--- src/rtl/hydra_pkg.sv ---
// hydra_pkg: shared types, defaults and helpers for the hydra read-side scheduler.
package hydra_pkg;

    localparam int unsigned DEF_PRIOR_NUM = 8;
    localparam int unsigned DEF_CNT_W     = 9;
    localparam int unsigned CREDIT_W      = 4;

    typedef logic [2:0] prior_t;

    typedef enum logic [1:0] {
        IDLE  = 2'd0,
        GRANT = 2'd1,
        XFER  = 2'd2
    } rd_sched_state_t;

    // WRR weight of queue q: higher priority queues get proportionally more turns.
    function automatic logic [CREDIT_W-1:0] wrr_weight(input int unsigned q);
        return CREDIT_W'(q + 1);
    endfunction

endpackage

--- src/rtl/prior_encoder_8_3.sv ---
// prior_encoder_8_3: combinational highest-set-bit encoder, 8-bit mask to 3-bit index.
module prior_encoder_8_3
    import hydra_pkg::*;
(
    input  logic [7:0] mask,
    output prior_t     idx,
    output logic       vld
);

    // Ascending scan so the highest set bit is the last one written.
    always_comb begin
        idx = '0;
        vld = 1'b0;
        for (int i = 0; i < 8; i++) begin
            if (mask[i]) begin
                idx = prior_t'(i);
                vld = 1'b1;
            end
        end
    end

endmodule

--- src/rtl/port_rd_scheduler.sv ---
// port_rd_scheduler: per-output-port dequeue scheduler. Counts queued packets per
// priority queue and grants one queue at a time via a req/ack handshake, waiting for
// the packet's last word before arbitrating again. Strict priority by default;
// weighted round-robin is compiled in when HYDRA_RD_SCHED_WRR_EN is defined.
module port_rd_scheduler
    import hydra_pkg::*;
#(
    parameter int unsigned PRIOR_NUM = DEF_PRIOR_NUM,
    parameter int unsigned CNT_W     = DEF_CNT_W
) (
    input  logic                 clk,
    input  logic                 rst,
    input  logic                 wrr_en,
    input  logic                 enq_vld,
    input  logic [2:0]           enq_prior,
    input  logic                 ready,
    output logic                 deq_req,
    output logic [2:0]           deq_prior,
    input  logic                 deq_ack,
    input  logic                 deq_done,
    output logic [PRIOR_NUM-1:0] q_nonempty,
    output logic                 cnt_ovf
);

    rd_sched_state_t      state_q, state_d;
    prior_t               deq_prior_q, deq_prior_d;
    logic [CNT_W-1:0]     cnt_q [PRIOR_NUM];
    logic [CNT_W-1:0]     cnt_d [PRIOR_NUM];
    logic                 ovf_q, ovf_d;

    logic                 accept;
    logic                 arb_go;
    logic [PRIOR_NUM-1:0] inc_vec, dec_vec;
    logic [PRIOR_NUM-1:0] sel_mask;
    prior_t               sel_idx;
    logic                 sel_vld;

    assign accept = (state_q == GRANT) && deq_ack;
    assign arb_go = (state_q == IDLE) && ready && (q_nonempty != '0);

    assign deq_req   = (state_q == GRANT);
    assign deq_prior = deq_prior_q;
    assign cnt_ovf   = ovf_q;

    // Per-queue occupancy flags straight from the counter registers
    always_comb begin
        q_nonempty = '0;
        for (int q = 0; q < PRIOR_NUM; q++) begin
            q_nonempty[q] = (cnt_q[q] != '0);
        end
    end

    // One-hot enqueue and accept strobes per queue
    always_comb begin
        inc_vec = '0;
        dec_vec = '0;
        inc_vec[enq_prior]   = enq_vld;
        dec_vec[deq_prior_q] = accept;
    end

    // Counter next state: simultaneous inc/dec cancels, saturated enqueue is dropped
    always_comb begin
        ovf_d = ovf_q;
        for (int q = 0; q < PRIOR_NUM; q++) begin
            cnt_d[q] = cnt_q[q];
            if (inc_vec[q] && !dec_vec[q]) begin
                if (&cnt_q[q]) begin
                    ovf_d = 1'b1;
                end else begin
                    cnt_d[q] = cnt_q[q] + CNT_W'(1);
                end
            end else if (dec_vec[q] && !inc_vec[q]) begin
                cnt_d[q] = cnt_q[q] - CNT_W'(1);
            end
        end
    end

`ifdef HYDRA_RD_SCHED_WRR_EN
    logic [CREDIT_W-1:0]  credit_q [PRIOR_NUM];
    logic [CREDIT_W-1:0]  credit_d [PRIOR_NUM];
    logic                 wrr_mode_q, wrr_mode_d;
    logic [PRIOR_NUM-1:0] credit_nz, elig;
    logic                 reload;

    // WRR eligibility; reload on entering WRR or when every nonempty queue is out
    // of credit, and select from the reloaded view in that same cycle.
    always_comb begin
        credit_nz = '0;
        for (int q = 0; q < PRIOR_NUM; q++) begin
            credit_nz[q] = (credit_q[q] != '0);
        end
        elig   = q_nonempty & credit_nz;
        reload = (state_q == IDLE) && wrr_en && (!wrr_mode_q || (arb_go && (elig == '0)));
        if (!wrr_en || reload) begin
            sel_mask = q_nonempty;
        end else begin
            sel_mask = elig;
        end
        // Mode is only sampled while idle, so a grant keeps the mode it was made under.
        wrr_mode_d = (state_q == IDLE) ? wrr_en : wrr_mode_q;
    end

    // Credit next state: reload, or charge the accepted queue one credit
    always_comb begin
        for (int q = 0; q < PRIOR_NUM; q++) begin
            credit_d[q] = reload ? wrr_weight(q) : credit_q[q];
            if (accept && wrr_mode_q && (deq_prior_q == prior_t'(q)) && (credit_q[q] != '0)) begin
                credit_d[q] = credit_q[q] - CREDIT_W'(1);
            end
        end
    end

    // Credit and mode registers
    always_ff @(posedge clk) begin
        if (rst) begin
            for (int q = 0; q < PRIOR_NUM; q++) begin
                credit_q[q] <= wrr_weight(q);
            end
            wrr_mode_q <= 1'b0;
        end else begin
            for (int q = 0; q < PRIOR_NUM; q++) begin
                credit_q[q] <= credit_d[q];
            end
            wrr_mode_q <= wrr_mode_d;
        end
    end
`else
    logic unused_wrr_en;
    assign unused_wrr_en = wrr_en;

    // Strict priority only
    always_comb begin
        sel_mask = q_nonempty;
    end
`endif

    prior_encoder_8_3 u_prior_enc (
        .mask (sel_mask),
        .idx  (sel_idx),
        .vld  (sel_vld)
    );

    // Handshake FSM: arbitrate in IDLE, hold request in GRANT, wait for last word in XFER
    always_comb begin
        state_d     = state_q;
        deq_prior_d = deq_prior_q;
        unique case (state_q)
            IDLE: begin
                if (arb_go && sel_vld) begin
                    deq_prior_d = sel_idx;
                    state_d     = GRANT;
                end
            end
            GRANT: begin
                if (deq_ack) begin
                    state_d = deq_done ? IDLE : XFER;
                end
            end
            XFER: begin
                if (deq_done) begin
                    state_d = IDLE;
                end
            end
            default: state_d = IDLE;
        endcase
    end

    // State, grant and counter registers
    always_ff @(posedge clk) begin
        if (rst) begin
            state_q     <= IDLE;
            deq_prior_q <= '0;
            ovf_q       <= 1'b0;
            for (int q = 0; q < PRIOR_NUM; q++) begin
                cnt_q[q] <= '0;
            end
        end else begin
            state_q     <= state_d;
            deq_prior_q <= deq_prior_d;
            ovf_q       <= ovf_d;
            for (int q = 0; q < PRIOR_NUM; q++) begin
                cnt_q[q] <= cnt_d[q];
            end
        end
    end

endmodule

--- config.mk ---
export PLATFORM = sky130hd
export DESIGN_NAME = port_rd_scheduler
export DESIGN_NICKNAME = d
export VERILOG_FILES = /design/src/rtl/hydra_pkg.sv /design/src/rtl/prior_encoder_8_3.sv /design/src/rtl/port_rd_scheduler.sv
export SDC_FILE = /design/constraint.sdc
export NUM_CORES = 1
export LEC_CHECK = 0
export ABC_CLOCK_PERIOD_IN_PS = 3600
export BUFFER_PORTS_ARGS = -buffer_cell sky130_fd_sc_hd__buf_2
export CAP_MARGIN = 20
export CORE_MARGIN = 4
export CORE_UTILIZATION = 52
export DETAILED_ROUTE_END_ITERATION = 12
export GPL_TIMING_DRIVEN = 0
export PLACE_DENSITY = 0.75
export SYNTH_ARGS = -nofsm -noshare
export SYNTH_HDL_FRONTEND = slang
export SYNTH_SLANG_ARGS = --single-unit
--- constraint.sdc ---
create_clock -name clk -period 3.6 [get_ports clk]
set_clock_uncertainty 0.15 [all_clocks]
set_input_delay 0.18 -clock clk [delete_from_list [all_inputs] [get_ports clk]]
set_output_delay 0.18 -clock clk [all_outputs]
set_load 0.05 [all_outputs]
==> run summary, run 1 <==
The flow ran to the end, and the final reports show no timing, DRC or antenna violations. The reported net switching power is roughly 0.97 mW. The combined area of the multi-input logic cells is about 4200 µm². The combinational cell fraction of total power came out at 0.353. The routed layout has 5,271 vias. The post-detailed-route count of antenna-violating nets is 0. The initial antenna violation count came out at 0.

The clock transition at the registers of the reported paths came out at 0.08 ns. Synthesis handed over a netlist of ~700 instances. The wire length after detailed routing came out at ~14 mm. In this run the critical register-to-register path is launched from deq_prior[2]$_SDFFE_PP0P_.

The setup TNS is 0 ns. The floorplan has 38 rows. The critical path is of the flop to flop type. STA classifies the critical path endpoint as a flop. The growth of design area from synthesis to finish came out at 9.85%. The synthesized cell area came out at just under 6000 µm². Yosys mapped a number of flops with a built-in enable equal to 0. The total iterations of the first detailed-routing run came out at 5. The first-pass GRT wire length is roughly 23 mm. The port buffer count is 20. The tree is rooted in a sky130_fd_sc_hd__clkbuf_8. The worst-case vdd ir drop came out at ~0.24 mV. Of the total synthesized cell area, the portion taken by AND, OR, NAND and NOR gates is 0.233. The core area came out at 10,900 µm². The count of distinct cell types in the synthesized netlist came out at 53. The worst register-to-register path ends at cnt_q[0][26]$_SDFFE_PP0P_. The transition time at the pin with the least slew margin is 0.820 ns. The initial standard-cell utilization of the core came out at 0.534. The worst setup slack after layout is approximately 0.29 ns.

The width of the die is roughly 110 µm. The worst min-delay path category is input port to flop. The number of sinks handled by clock tree synthesis came out at 78. The total count of max-transition violations in the final report is 0. The half-perimeter wire length of the detailed placement result is 10.3 mm.

The die outline height is between 100 and 150 µm. The proportion of layout cells with a drive suffix above 1 is 0.0818. The routed length per placed instance came out at approximately 15 µm.

The cell area after placement is slightly above 6000 µm². Of the total power, the share spent switching nets is 0.366. The number of warnings printed during yosys synthesis came out at 0.

The most common flop cell mapped by yosys is sky130_fd_sc_hd__dfxtp_1. Pin placement for this block handled 23 I/O pins. Setup repair after global routing left no endpoint under its margin.

The finished cells cover between 6000 and 7000 µm². In this run the register-to-register setup slack is 0.29 ns. The number of clock buffers inserted by TritonCTS is 9. The sequential share of the synthesized area is 0.268. The start point of the critical path is deq_prior[2]$_SDFFE_PP0P_. The critical path's largest stage delay is ~0.59 ns. The total global-route track usage is 0.216.

The number of hold violations in the final report came out at 0. The net total in the final layout came out at around 820. The detailed router finished its first iteration with 283 violations.

The worst-case reg-to-reg path depth came out at 9. The post-synthesis net count came out at approximately 780. Dividing total power by cell area gives a power density of slightly above 400 nW/µm².

The top cell types in the final layout, fill and taps aside, are sky130_fd_sc_hd__nor2_1 (130), sky130_fd_sc_hd__dfxtp_1 (78), sky130_fd_sc_hd__ha_1 (56), sky130_fd_sc_hd__xnor2_1 (51), sky130_fd_sc_hd__mux2i_1 (46). For this design, the slowest cell found on the critical path is sky130_fd_sc_hd__or4b_4. Of the total power, the clock network draws 0.276. The worst pin sits at a relative slew slack of 0.454. The post-synthesis compound-gate area fraction is 0.173. The worst path in the final design needs a cycle of between 3 and 4 ns, including I/O delays and setup. The biggest fanout along the worst timing path came out at 12. Max-cap violations in this run came to 0.

The diode insertion count for antenna repair is 0. In this run the most critical hold path is launched from deq_ack. The startpoint type of the worst setup path is a flop. The maximum root-to-sink buffer count came out at 2. The sink of the worst hold path is state_q[0]$_SDFFE_PP0P_.

Across the whole layout, storage elements account for 1560 µm². The endpoint arrival time on the critical path came out at between 3 and 4 ns. The async set-or-reset flop fraction in the synthesized netlist came out at 0.

The routed via count divided by cell count came out at roughly 6. Data on the critical path is required at its endpoint by 3.74 ns. The pin count of the biggest net entering global routing came out at 14. The via count of the first global-routing pass is ~5,000. The final number of setup-violating endpoints came out at 0. At the later pin of the worst-skew pair, clock insertion delay measures between 0.3 and 0.4 ns. TritonCTS built the clock tree.

The internal portion of total power is 1.68 mW. Of the total synthesized cell area, the portion taken by full adders, half adders and majority gates is 0.148. The total DRC errors in the routed layout came out at 0. The minimum setup slack after placement is -0.130 ns. In this run the mean area of a mapped cell was a little over 8 µm². After synthesis, the largest family of logic cells by area is simple AND/OR/NAND/NOR gates. The overall overflow remaining after global route came out at 0. In the finished design, the share of the clock period the worst path needs comes to 0.921.

The static power due to leakage is about 2.4 nW. The total of flip-flops plus latches after synthesis is just under 80. The number of cells on the worst hold path is 4. The top achievable clock speed came out at just over 300 MHz. The library cell used most frequently in the layout, excluding fill and tap cells, is sky130_fd_sc_hd__nor2_1. Of the total synthesized cell area, the portion taken by XOR and XNOR cells is 0.0813. The number of inserted filler cells in the final layout is around 950. The global placer's final weighted congestion is slightly below 0.9. The overall die area came out at 12,900 µm². Measured against the total synthesized area, the mux share comes to 0.0791.

The total instance count after detailed placement came out at 863. The depth of the CTS H-tree came out at 3. The critical path goes through or4b_4 > o21ai_4 > ha_1 > a211oi_1 > nor2_1 > o31ai_1 > a21oi_1 > or4_1 > o211ai_1. The share of total power in sequential cells is 0.371.

The finished layout holds approximately 890 standard cells, fillers aside.
[power groups by stage]
| stage | Combinational, mW | Clock (mW) | Sequential [mW] |
|---|---|---|---|
| 3_3_place_gp | 0.887 | 0 | 0.997 |
| 3_5_place_dp | 0.921 | 0 | 1.00 |
| 2_1_floorplan | 0.725 | 0 | 1.00 |
| 6_report | 0.937 | 0.731 | 0.982 |
| 4_1_cts | 0.927 | 0.757 | 0.981 |
| 5_1_grt | 1.03 | 0.788 | 0.993 |
[cell usage after synthesis, types with 9 or more instances]
| cell | number | area [µm²] |
|---|---|---|
| sky130_fd_sc_hd__nor2_1 | 130 | 488 |
| sky130_fd_sc_hd__dfxtp_1 | 78 | 1560 |
| sky130_fd_sc_hd__ha_1 | 56 | 701 |
| sky130_fd_sc_hd__xnor2_1 | 51 | 447 |
| sky130_fd_sc_hd__mux2i_1 | 46 | 460 |
| sky130_fd_sc_hd__nor3_1 | 35 | 175 |
| sky130_fd_sc_hd__a21oi_1 | 34 | 170 |
| sky130_fd_sc_hd__o21ai_0 | 28 | 140 |
| sky130_fd_sc_hd__nand3_1 | 26 | 130 |
| sky130_fd_sc_hd__nand2_1 | 23 | 86.3 |
| sky130_fd_sc_hd__a211oi_1 | 22 | 165 |
| sky130_fd_sc_hd__o211ai_1 | 12 | 90.1 |
| sky130_fd_sc_hd__clkbuf_1 | 11 | 41.3 |
| sky130_fd_sc_hd__inv_1 | 11 | 41.3 |
| sky130_fd_sc_hd__nand2b_1 | 11 | 68.8 |
| sky130_fd_sc_hd__a21o_1 | 10 | 75.1 |
| sky130_fd_sc_hd__nand4_1 | 9 | 56.3 |
| sky130_fd_sc_hd__nor4_1 | 9 | 56.3 |
[what timing repair did]
action	CTS	global route
hold buffers	1	0
hold endpoints to repair	1	0
pin swaps	0	1
buffers inserted	0	4
gates cloned	0	0
setup endpoints to repair	1	8
resized for setup	1	5
[registers in the layout, summed over array words and instances (netlist names)]
register	cells
state_q	2
cnt_q	72
deq_prior	3
cnt_ovf	1
[metal layers]
layer	share of wire	track usage	routed length (µm)	vias to the layer above
met1	0.45	0.272	6130	2482
met2	0.47	0.356	6390	84
met4	0.034	0.0863	458	0
met3	0.043	0.0520	589	35
li1	-	-	-	2670
met5	0	0	0	-
[area by class of cell]
class,count,area share
plain buffers,14,0.00881
repair buffers,29,0.0255
inverters,11,0.00646
multi-input cells,598,0.654
well taps,140,0.0274
clock inverters,6,0.0135
flip-flops and latches,78,0.244
clock buffers,10,0.0200
[cell families after synthesis]
family          count (synthesis)
simple gates                  280
compound gates                154
flops                          78
fa+ha+maj                      64
xor+xnor                       54
mux                            46
buf+inv                        25
[stage by stage]
step | hold WS (ns) | util | power [mW]
2_1_floorplan | 0.109 | - | 1.73
3_3_place_gp | 0.218 | 0.560 | 1.88
3_5_place_dp | 0.228 | 0.561 | 1.92
4_1_cts | 0.00526 | 0.581 | 2.67
5_1_grt | 0.0256 | 0.587 | 2.81
6_report | 0.0294 | 0.587 | 2.65
[worst max path at each step]
stage,to
after floorplan,cnt_q[0][26]$_SDFFE_PP0P_
after global placement,cnt_q[0][26]$_SDFFE_PP0P_
after detailed placement,cnt_q[0][26]$_SDFFE_PP0P_
after CTS,cnt_q[1][35]$_SDFFE_PP0P_
after global routing,cnt_q[1][17]$_SDFFE_PP0P_
final,cnt_q[0][26]$_SDFFE_PP0P_
[worst max-delay path: cells and delay by family (launching register included)]
family                   cells  cell delay (ns)
AND/OR/NAND/NOR              3             1.10
adder cells (fa/ha/maj)      1             0.37
AO/OA/AOI/OAI                5             1.24
flip-flops                   1             0.38
Power figures use the tool's default switching activity.
==> inputs of run 2 (changes only) <==
ABC_AREA = 1   (was unset)
CTS_BUF_LIST = sky130_fd_sc_hd__clkbuf_4   (was unset)
==> run summary, run 2 <==
The run finished with clean final reports. The clock tree from TritonCTS is built. The number of rows created at floorplan is 39. The clock transition at the registers of the reported paths is roughly 0.12 ns. The global-route met1 utilization is 0.280.

The worst-case vdd ir drop came out at between 0.1 and 0.15 mV. The worst setup path is launched from a flop. In this run the vertical extent of the chip is 118 µm. Summed over all instances, the cell type with the most area after synthesis is sky130_fd_sc_hd__dfxtp_1.

In the final layout, the multi-input gates occupy around 4200 µm². The routed length per placed instance is ~13 µm. The post-CTS repair timing setup buffer count came out at 0. The number of flops mapped to enable cells by yosys is 0. The met2 routing resource usage after global routing came out at 0.340.

The overall overflow remaining after global route came out at 0. The total DRC errors in the routed layout came out at 0. The number of inserted filler cells in the final layout is approximately 1,100. The via count is 5,979. The total global-route track usage is 0.212. Total power for the finished layout comes to 2.33 mW. The endpoint arrival time on the critical path is 2.96 ns. The final layout contains routed wiring with a total length of 14.2 mm. Across the whole layout, storage elements account for around 1600 µm². The commonest cells after synthesis are sky130_fd_sc_hd__nand2_1 (194), sky130_fd_sc_hd__nor2_1 (122), sky130_fd_sc_hd__inv_1 (102), sky130_fd_sc_hd__a21oi_1 (92), sky130_fd_sc_hd__dfxtp_1 (78).

For this design the ratio of total power to cell area is between 300 and 400 nW/µm². The maximum root-to-sink buffer count came out at 2. The final number of setup-violating endpoints is 0. The worst setup path is captured at a flop. The growth of design area from synthesis to finish came out at 7.20%. For this run, the number of standard cells in the final layout without fillers is about 1,100. After technology mapping, the gate count stands at between 900 and 1,000. The worst path in the final design needs a cycle of about 2.7 ns, including I/O delays and setup.

CTS placed an instance of sky130_fd_sc_hd__clkbuf_4 at the clock tree root. The worst pin sits at a relative slew slack of 0.574. In this run, CTS created clock tree buffers numbering 9. After detailed routing, the number of vias per cell comes to about 5.4. The via count of the first global-routing pass is between 5,000 and 6,000. For this run, global-route usage on met3 was measured as 0.0490. The post-detailed-route count of antenna-violating nets came out at 0. Of the post-synthesis cell area, the dominant cell type holds 0.249.

The total count of max-transition violations in the final report came out at 0. The async set-or-reset flop fraction in the synthesized netlist came out at 0. Setup repair after global routing left no endpoint under its margin. The required time at the endpoint of the critical path came out at about 3.9 ns.

The worst hold path belongs to the class input port to flop. The diode insertion count for antenna repair is 0. The total iterations of the first detailed-routing run came out at 7. The setup TNS came out at 0 ns. Counting flops and latches in the post-synthesis netlist gives between 70 and 80. The layer with the highest usage after global routing is met2.

Leaving out fill and tap cells, the most frequent cell in the layout is sky130_fd_sc_hd__nand2_1. In the final design database the tool counted roughly 1,000 nets. Of the cells placed in the final design, the portion with a size suffix greater than 1 is 0.0895.

Summed over all cells, the static leakage comes to 3.24 nW. The number of sinks handled by clock tree synthesis came out at 78. The total instance count after detailed placement is between 1,000 and 1,500. The synthesized cell area came out at between 6000 and 7000 µm². The count of distinct cell types in the synthesized netlist is 33. In the synthesized netlist the dominant register cell turns out to be sky130_fd_sc_hd__dfxtp_1.

The width of the die came out at around 120 µm. The number of warnings printed during yosys synthesis is 0. The I/O pin count came out at 23. The port buffer count came out at 21.

The register with the most flip-flops in the layout has 72 of them. The first-pass GRT wire length is between 20 and 25 mm. The number of hold violations in the final report came to 0.

The post-synthesis net count came out at roughly 1,000. The portion of the clock cycle consumed by the worst path in the final layout is 0.752. In the post-synthesis netlist, the biggest area contributors are sky130_fd_sc_hd__dfxtp_1 (25%), sky130_fd_sc_hd__nand2_1 (12%), sky130_fd_sc_hd__ha_1 (11%).

The most frequent cell after synthesis is sky130_fd_sc_hd__nand2_1. In this run the mean area of a mapped cell was just under 7 µm². The depth of the CTS H-tree came out at 3. Based on the critical path, the design can be clocked at up to about 370 MHz. The core region is 11,600 µm². Across the run, the number of max-cap violations was 0.

The clock latency on the worst-skew pair is between 0.4 and 0.5 ns. The number of design-rule violations left by the first detailed-router iteration is 363. The sequential share of the synthesized area is 0.249. More flip-flops sit in one register than any other, and that register is cnt_q. Entering global routing, the biggest net connects 13 pins.

The biggest fanout along the worst timing path is 9. The half-perimeter wire length of the detailed placement result is approximately 11 mm. The transition time at the pin with the least slew margin is ~0.64 ns. The initial standard-cell utilization of the core is 0.540. The type of the worst setup path is flop to flop.

In the layout the commonest cells are sky130_fd_sc_hd__nand2_1 (194), sky130_fd_sc_hd__nor2_1 (122), sky130_fd_sc_hd__inv_1 (102), sky130_fd_sc_hd__a21oi_1 (92), sky130_fd_sc_hd__dfxtp_1 (78). The overall die area came out at about 14,000 µm². The global placer's final weighted congestion is 0.902.

The initial antenna violation count is 0.
==> run 2: changes by cell type after synthesis, sizes merged, moves of 31 or more <==
cell   before  now
a21oi      34   94
inv        11  104
nand2      24  211
o21ai      34   71
nand3      26   71
nor3       35    4
mux2i      46    0
==> run 2: path summary, 6_finish.rpt <==
path         slack, ns                 startpoint  depth (start not counted)                         to
max               0.89  deq_prior[0]$_SDFFE_PP0P_                         15  cnt_q[0][26]$_SDFFE_PP0P_
min               0.07                      ready                          5  deq_prior[0]$_SDFFE_PP0P_
max reg2reg       0.89  deq_prior[0]$_SDFFE_PP0P_                         15  cnt_q[0][26]$_SDFFE_PP0P_
min reg2reg       0.40   cnt_q[1][9]$_SDFFE_PP0P_                          1   cnt_q[1][9]$_SDFFE_PP0P_
==> run 2: timing repair <==
item	CTS	global route
hold endpoints to repair	3	0
hold buffers	4	0
gates resized for setup	0	0
==> run 2: metrics by stage <==
step	util	hold slack [ns]	cell area, µm²	setup WS [ns]
after detailed placement	0.565	0.199	6560	0.932
after floorplan	-	0.0991	6270	0.968
final	0.579	0.0670	6720	0.894
after global routing	0.579	0.0413	6720	0.596
after global placement	0.565	0.204	6560	1.03
after CTS	0.579	0.0206	6720	0.900
==> run 2: report_power, final <==
group | leakage, nW | internal, mW | switching, mW
clock network | 0.0750 | 0.211 | 0.313
logic | 2.53 | 0.289 | 0.547
registers | 0.636 | 0.912 | 0.0587
==> run 2: worst max-delay path: stages, from the launching register on <==
cell	delay [ns]
sky130_fd_sc_hd__dfxtp_1	0.47
sky130_fd_sc_hd__inv_1	0.15
sky130_fd_sc_hd__nand2_1	0.13
sky130_fd_sc_hd__nor2_4	0.05
sky130_fd_sc_hd__nor2_2	0.21
sky130_fd_sc_hd__inv_1	0.23
sky130_fd_sc_hd__ha_1	0.39
sky130_fd_sc_hd__a21oi_1	0.17
sky130_fd_sc_hd__nand2_1	0.12
sky130_fd_sc_hd__nand2_1	0.11
sky130_fd_sc_hd__nand2_1	0.06
sky130_fd_sc_hd__nand2_1	0.06
sky130_fd_sc_hd__nand3_1	0.11
sky130_fd_sc_hd__nand2_1	0.08
sky130_fd_sc_hd__nand2_1	0.04
sky130_fd_sc_hd__nor2_1	0.11
==> run 2: logic make-up after synthesis <==
group,share of synthesized area
buffers and inverters,0.0802
flip-flops,0.249
XOR/XNOR,0.0545
adder cells (fa/ha/maj),0.137
AO/OA/AOI/OAI,0.169
AND/OR/NAND/NOR,0.310
==> run 2: metal layers <==
| metal | up-vias | part of all wire | routed length [µm] |
|---|---|---|---|
| li1 | 3160 | - | - |
| met1 | 2695 | 0.48 | 6800 |
| met2 | 100 | 0.45 | 6390 |
| met3 | 24 | 0.045 | 644 |
| met4 | 0 | 0.023 | 330 |
| met5 | - | 0 | 0 |
==> run 2: cell type report <==
cell class,count,share of cell area
clock inverters,6,0.00782
repair buffers,25,0.0216
flip-flops and latches,78,0.232
clock buffers,10,0.0112
multi-input cells,734,0.626
plain buffers,15,0.0167
well taps,143,0.0266
inverters,104,0.0581
